## src/rtl/md_pkg.sv

```systemverilog
// md_pkg: funct3/state encodings and funct3 decode helpers for the iterative M-extension unit.
package md_pkg;
    typedef enum logic [2:0] {
        MUL    = 3'b000,
        MULH   = 3'b001,
        MULHSU = 3'b010,
        MULHU  = 3'b011,
        DIV    = 3'b100,
        DIVU   = 3'b101,
        REM    = 3'b110,
        REMU   = 3'b111
    } funct3_e;

    typedef enum logic [1:0] {IDLE, CALC, FIX, DONE} state_e;

    function automatic logic is_div(input logic [2:0] f);
        return f[2];
    endfunction

    function automatic logic is_signed_a(input logic [2:0] f);
        return f[2] ? ~f[0] : (f[1:0] != 2'b11);
    endfunction

    function automatic logic is_signed_b(input logic [2:0] f);
        return f[2] ? ~f[0] : ~f[1];
    endfunction

    // High product half for MULH*, quotient (not remainder) for DIV*
    function automatic logic wants_high_or_quot(input logic [2:0] f);
        return f[2] ? ~f[1] : (f[1:0] != 2'b00);
    endfunction
endpackage

```

## src/rtl/md_cond_negate.sv

```systemverilog
// md_cond_negate: combinational conditional two's-complement negation.
module md_cond_negate #(
    parameter int width_p = 32
) (
    input  logic               i_neg,
    input  logic [width_p-1:0] i_val,
    output logic [width_p-1:0] o_val
);
    assign o_val = i_neg ? -i_val : i_val;
endmodule

```

## src/rtl/md_iterative_unit.sv

```systemverilog
// md_iterative_unit: iterative RV32M/RV64M multiply/divide, one bit per cycle,
// shift-add multiply and restoring divide on operand magnitudes.
module md_iterative_unit
    import md_pkg::*;
#(
    parameter int width_p     = 32,
    parameter bit early_out_p = 1'b1
) (
    input  logic               clk_i,
    input  logic               reset_n_i,
    input  logic               v_i,
    output logic               ready_o,
    input  logic [2:0]         funct3_i,
    input  logic [width_p-1:0] opA_i,
    input  logic [width_p-1:0] opB_i,
    output logic               v_o,
    output logic [width_p-1:0] result_o,
    input  logic               yumi_i
);
    localparam int CW = $clog2(width_p);

    state_e               r_state;
    logic [CW-1:0]        r_cnt;
    logic [2:0]           r_f3;
    logic [2*width_p-1:0] r_a;
    logic [2*width_p-1:0] r_acc;
    logic [width_p-1:0]   r_b;
    logic [width_p-1:0]   r_res;
    logic                 r_neg;
    logic                 r_dbz;
    logic                 r_ovf;

    logic                 w_an;
    logic                 w_bn;
    logic                 w_neg;
    logic                 w_dbz;
    logic                 w_ovf;
    logic                 w_early_spec;
    logic                 w_last;
    logic [width_p-1:0]   w_a_mag;
    logic [width_p-1:0]   w_b_mag;
    logic [width_p-1:0]   w_b_next;
    logic [width_p:0]     w_diff;
    logic [2*width_p-1:0] w_mul_acc;
    logic [2*width_p-1:0] w_div_acc;
    logic [2*width_p-1:0] w_fix_in;
    logic [2*width_p-1:0] w_fix;
    logic [width_p-1:0]   w_calc_res;

    function automatic logic [width_p-1:0] f_special(input logic dbz, input logic quot,
                                                     input logic [width_p-1:0] a);
        return dbz ? (quot ? '1 : a) : (quot ? a : '0);
    endfunction

    assign w_an         = is_signed_a(funct3_i) & opA_i[width_p-1];
    assign w_bn         = is_signed_b(funct3_i) & opB_i[width_p-1];
    assign w_neg        = (is_div(funct3_i) & ~wants_high_or_quot(funct3_i)) ? w_an : (w_an ^ w_bn);
    assign w_dbz        = is_div(funct3_i) & (opB_i == '0);
    assign w_ovf        = is_div(funct3_i) & is_signed_a(funct3_i) & (&opB_i)
                        & (opA_i == {1'b1, {(width_p-1){1'b0}}});
    assign w_early_spec = early_out_p & (w_dbz | w_ovf);

    md_cond_negate #(.width_p(width_p)) u_neg_a (.i_neg(w_an), .i_val(opA_i), .o_val(w_a_mag));
    md_cond_negate #(.width_p(width_p)) u_neg_b (.i_neg(w_bn), .i_val(opB_i), .o_val(w_b_mag));

    assign w_b_next  = r_b >> 1;
    assign w_mul_acc = r_acc + (r_b[0] ? r_a : '0);
    // Remainder lives in the upper half, quotient bits shift in at the bottom
    assign w_diff    = r_acc[2*width_p-1:width_p-1] - {1'b0, r_b};
    assign w_div_acc = w_diff[width_p] ? {r_acc[2*width_p-2:0], 1'b0}
                                       : {w_diff[width_p-1:0], r_acc[width_p-2:0], 1'b1};
    assign w_last    = (r_cnt == CW'(width_p-1))
                     | (early_out_p & ~is_div(r_f3) & (w_b_next == '0));

    // Divide fix-up negates only the selected half so the other half cannot leak a carry
    assign w_fix_in   = is_div(r_f3)
                      ? {{width_p{1'b0}}, wants_high_or_quot(r_f3) ? r_acc[width_p-1:0] : r_acc[2*width_p-1:width_p]}
                      : r_acc;
    md_cond_negate #(.width_p(2*width_p)) u_neg_res (.i_neg(r_neg), .i_val(w_fix_in), .o_val(w_fix));
    assign w_calc_res = (~is_div(r_f3) & wants_high_or_quot(r_f3)) ? w_fix[2*width_p-1:width_p]
                                                                    : w_fix[width_p-1:0];

    assign ready_o  = (r_state == IDLE);
    assign v_o      = (r_state == DONE);
    assign result_o = r_res;

    always_ff @(posedge clk_i or negedge reset_n_i) begin
        if (!reset_n_i) begin
            r_state <= IDLE;
            r_cnt   <= '0;
            r_f3    <= '0;
            r_a     <= '0;
            r_acc   <= '0;
            r_b     <= '0;
            r_res   <= '0;
            r_neg   <= 1'b0;
            r_dbz   <= 1'b0;
            r_ovf   <= 1'b0;
        end else begin
            case (r_state)
                IDLE: if (v_i) begin
                    r_f3    <= funct3_i;
                    r_a     <= {{width_p{1'b0}}, is_div(funct3_i) ? opA_i : w_a_mag};
                    r_b     <= w_b_mag;
                    r_acc   <= is_div(funct3_i) ? {{width_p{1'b0}}, w_a_mag} : '0;
                    r_neg   <= w_neg;
                    r_dbz   <= w_dbz;
                    r_ovf   <= w_ovf;
                    r_res   <= w_early_spec ? f_special(w_dbz, wants_high_or_quot(funct3_i), opA_i) : '0;
                    r_state <= w_early_spec ? DONE : CALC;
                end
                CALC: begin
                    if (is_div(r_f3)) begin
                        r_acc <= w_div_acc;
                    end else begin
                        r_acc <= w_mul_acc;
                        r_a   <= r_a << 1;
                        r_b   <= w_b_next;
                    end
                    r_cnt <= w_last ? '0 : r_cnt + CW'(1);
                    if (w_last) r_state <= FIX;
                end
                FIX: begin
                    r_res   <= (r_dbz | r_ovf) ? f_special(r_dbz, wants_high_or_quot(r_f3), r_a[width_p-1:0])
                                               : w_calc_res;
                    r_state <= DONE;
                end
                DONE: if (yumi_i) begin
                    r_res   <= '0;
                    r_state <= IDLE;
                end
                default: r_state <= IDLE;
            endcase
        end
    end
endmodule

```

## config.mk

```make
export PLATFORM = sky130hd
export DESIGN_NAME = md_iterative_unit
export DESIGN_NICKNAME = d
export VERILOG_FILES = /design/src/rtl/md_pkg.sv /design/src/rtl/md_cond_negate.sv /design/src/rtl/md_iterative_unit.sv
export SDC_FILE = /design/constraint.sdc
export NUM_CORES = 1
export LEC_CHECK = 0
export BUFFER_PORTS_ARGS = -buffer_cell sky130_fd_sc_hd__buf_2
export CORE_MARGIN = 2
export CORE_UTILIZATION = 58
export CTS_CLUSTER_SIZE = 30
export DETAILED_ROUTE_END_ITERATION = 10
export PLACE_DENSITY = 0.76
export SLEW_MARGIN = 30
export SYNTH_ARGS = -nofsm -noshare
export SYNTH_HDL_FRONTEND = slang
export SYNTH_SLANG_ARGS = --single-unit
```

## constraint.sdc

```tcl
create_clock -name clk_i -period 4.25 [get_ports clk_i]
set_input_delay 0.425 -clock clk_i [delete_from_list [all_inputs] [get_ports clk_i]]
set_output_delay 0.425 -clock clk_i [all_outputs]
set_load 0.01 [all_outputs]
```

==> impl_metrics.yaml <==
cts:
  cts_root_buf: "clkbuf_16"
  number_of_clock_sinks: 205
  cts_setup_buffers: 0
  clock_latency_of_the_later_clocked_register_in_the_worst_skew_pair_ns: 0.58
  cts_buffers: 26
  clock_tree.buffer_depth: 3
  clock_tree_from_tritoncts: "done"
  cts.clk_slew.worst_paths_ns: 0.06
  cts_max_level: 1
final_layout:
  fillers: 3155
  layout-drive-gt1-share: 0.102
  flow.area_growth_from_synthesis_pct: 10.2
  fin_cells: 3328
  net_count_final: 3018
synthesis:
  synth.top_cell.area_share: 0.248
  synth-edff-count: 0
  ys_seq_area_frac: 0.248
  synth_top_cell_by_area: "dfrtp_1"
  async_flop_share: 1.00
  synthAdderAreaFrac: 0.0661
  ys_ff_latch: 205
  post_synth_instance_area_um2: 20600
  synthTopCellsByCount: "nand2_1, o21ai_0, a21oi_1"
  yosys.cell_types.count: 82
  synth.yosys.warnings: 0
  ys.flop_type: "dfrtp_1"
  combinational_family_with_the_most_area_after_synthesis: "compound AO/OA/AOI/OAI gates"
  cell_types_occupying_the_most_area_after_synthesis: "dfrtp_1, o21ai_0, a21oi_1"
  syn-num-nets: 2990
  synth_simple_gate_area_share: 0.223
  synthesis.instances: 2812
  synth_xor_area_frac: 0.0878
  postSynthAreaPerCell_um2: 7.34
  muxShareOfSynthArea: 0.0277
  synth_compound_area_frac: 0.296
  post-synth-top-count-cell: "nand2_1"
timing:
  worst_slack_ns: 0.179
  final_hold_viol_count: 0
  drv_slew: 0
  period_share: 0.958
  setup_repair_after_global_routing_missed_its_margin: "false"
  worst_slew_margin_rel: 0.301
  fmax_ghz: 0.246
  timing_worst_slew_pin_value_ns: 1.04
  finalClockSkew_ns: 0.0214
  fin_hold_ws_ns: 0.173
  setup_violations: 0
  period_minus_slack_ns: 4.07
  final.setup.tns_ns: 0
setup_path:
  setup.worst_path.start: "r_b[0]$_DFFE_PN0P_"
  cp_data_required_time_ns: 4.76
  critPathCaptureType: "flop"
  path_cells: "buf_12 > and2_1 > ha_1 > fa_1 > a21oi_1 > o211ai_1 > a21oi_1 > o21ai_0 > a21oi_1 > o211ai_1 > a21bo_2 > or4_1 > and3_1 > nand3_1"
  worst-path-max-fanout: 28
  critPathKind: "reg -> reg"
  critical_path_buf_inv_count: 1
  cp_slowest_stage_delay_ns: 0.50
  crit_path_top_delay_cell: "or4_1"
  timing.critical_path.mode_cell: "a21oi_1"
  reg2reg_from: "r_b[0]$_DFFE_PN0P_"
  critical_path.startpoint_type: "flop"
  worstPathArrival_ns: 4.58
  path_delay_family: "compound AO/OA/AOI/OAI gates"
placed_design:
  place.gp.congestion: 1.07
  dp.cells: 3272
  post-dp-hpwl_um: 63600
  dp_slack_ns: 0.258
  place.port_buffers: 104
global_routing:
  gr-usage-all-layers: 0.473
  grt_start_max_net_pins: 88
  first_global_vias: 21771
  grt.overflow.total: 0
  grt_first_pass_wirelength_um: 131000
  antenna_found_initial: 12
routing:
  drt-pass1-iter-count: 6
  drc: 0
  initialDrtViolationCount: 2615
  via_count: 23172
  drtAntennaViolNets: 0
  routed_wirelength_um: 87900
  avgViaCountPerCell: 6.96
  detail_route.wl_per_cell_um: 26.4
power_and_ir_drop:
  irDropWorstVdd_mv: 0.514
  power_per_cell_area_nw_per_um2: 887
  power.leakage_nw: 9.78
floorplanning:
  dieWidth_um: 193
  initial_util: 0.585
  dieArea_um2: 37100
  row_count: 69
  io-pin-count: 105
  die_h_um: 193
  floorplan.core_area_um2: 35300
worst_hold_path:
  worstHoldStart: "funct3_i[0]"
  min_path_type: "in -> reg"
flow_run:
  drv_cap: 0
run_status:
  status: "finished clean"
cells by family (layout without fill, tap and decap cells):
kind of cell             after synthesis  in the layout
buffers and inverters                273            319
XOR/XNOR                             207            207
adder cells (fa/ha/maj)              108            108
multiplexers                          56             56
flip-flops                           205            205
other                                  0              9
AO/OA/AOI/OAI                        991            991
AND/OR/NAND/NOR                      972            972
power breakdown:
group | switching, mW | internal (mW) | leakage (nW)
clock | 0.967 | 1.41 | 0.431
combinational | 8.81 | 4.79 | 6.72
sequential | 1.49 | 2.72 | 2.63
total | 11.3 | 8.92 | 9.78
repair_timing:
item                                    in CTS  in global routing
endpoints found under the setup margin       0                  1
hold endpoints to repair                    82                  0
gates resized for setup                      0                  1
hold buffers                                 1                  0
flip-flops by register name (all words and copies together) (netlist names):
register and flops:
result_o 32, r_f3 3, r_state 2, r_cnt 5, r_ovf 1, r_dbz 1
r_neg 1, r_a 64, r_acc 64, r_b 32
layout make-up:
| type | instances | area, um2 | share of cell area |
|---|---|---|---|
| Clock inverter | 9 | 126 | 0.00555 |
| Antenna cell | 9 | 22.5 | 0.000990 |
| Inverter | 76 | 285 | 0.0125 |
| Sequential cell | 205 | 5130 | 0.226 |
| Tap cell | 461 | 577 | 0.0254 |
| Timing Repair Buffer | 197 | 1260 | 0.0552 |
| Multi-Input combinational cell | 2334 | 14600 | 0.642 |
| Clock buffer | 37 | 753 | 0.0331 |
cell usage in the layout (no fill, tap or decap), drive strengths merged, types with 13 or more instances in the layout:
master,synthesis,layout
mux2i,47,47
nor3,53,53
xor2,97,97
buf,28,196
a211o,13,13
ha,105,105
a21oi,279,279
o211ai,30,30
a22o,37,37
nand2b,14,14
a31oi,30,30
a211oi,23,23
a21o,41,41
inv,75,75
a22oi,16,16
o21a,18,18
or3,31,31
nor2,258,258
dfrtp,205,205
xnor2,110,110
nand3,47,47
nor2b,20,20
o21bai,23,23
nand4,36,36
o221ai,13,13
clkbuf,169,37
and2,77,77
nand2,336,336
o21ai,325,325
and3,17,17
o31ai,31,31
a221oi,34,34
nor4,30,30
stage by stage:
stage          utilization  total power [mW]  cell area [um2]
2_1_floorplan            -              12.6            20600
6_report             0.644              20.2            22800
3_5_place_dp         0.617              17.0            21800
4_1_cts              0.642              19.5            22700
3_3_place_gp         0.617              16.8            21800
5_1_grt              0.644              21.3            22700
final timing paths:
kind                                            to  slack (ns)  depth (start not counted)
max in group asynchronous      r_b[27]$_DFFE_PN0P_        2.71                          3
setup reg to reg             r_acc[60]$_DFFE_PN0P_        0.18                         14
min in group asynchronous     r_acc[5]$_DFFE_PN0P_        0.43                          2
hold / removal                 r_f3[0]$_DFFE_PN0P_        0.17                          2
hold reg to reg            result_o[2]$_DFFE_PN0P_        0.47                          2
setup / recovery             r_acc[60]$_DFFE_PN0P_        0.18                         14
metal layers:
metal | vias to the layer above | share of wire | GRT usage
li1 | 10252 | - | -
met1 | 10920 | 0.35 | 0.529
met2 | 1445 | 0.43 | 0.727
met3 | 553 | 0.10 | 0.145
met4 | 2 | 0.11 | 0.421
met5 | - | 0.00011 | 0
No activity file was read; power rests on OpenSTA's default activity.
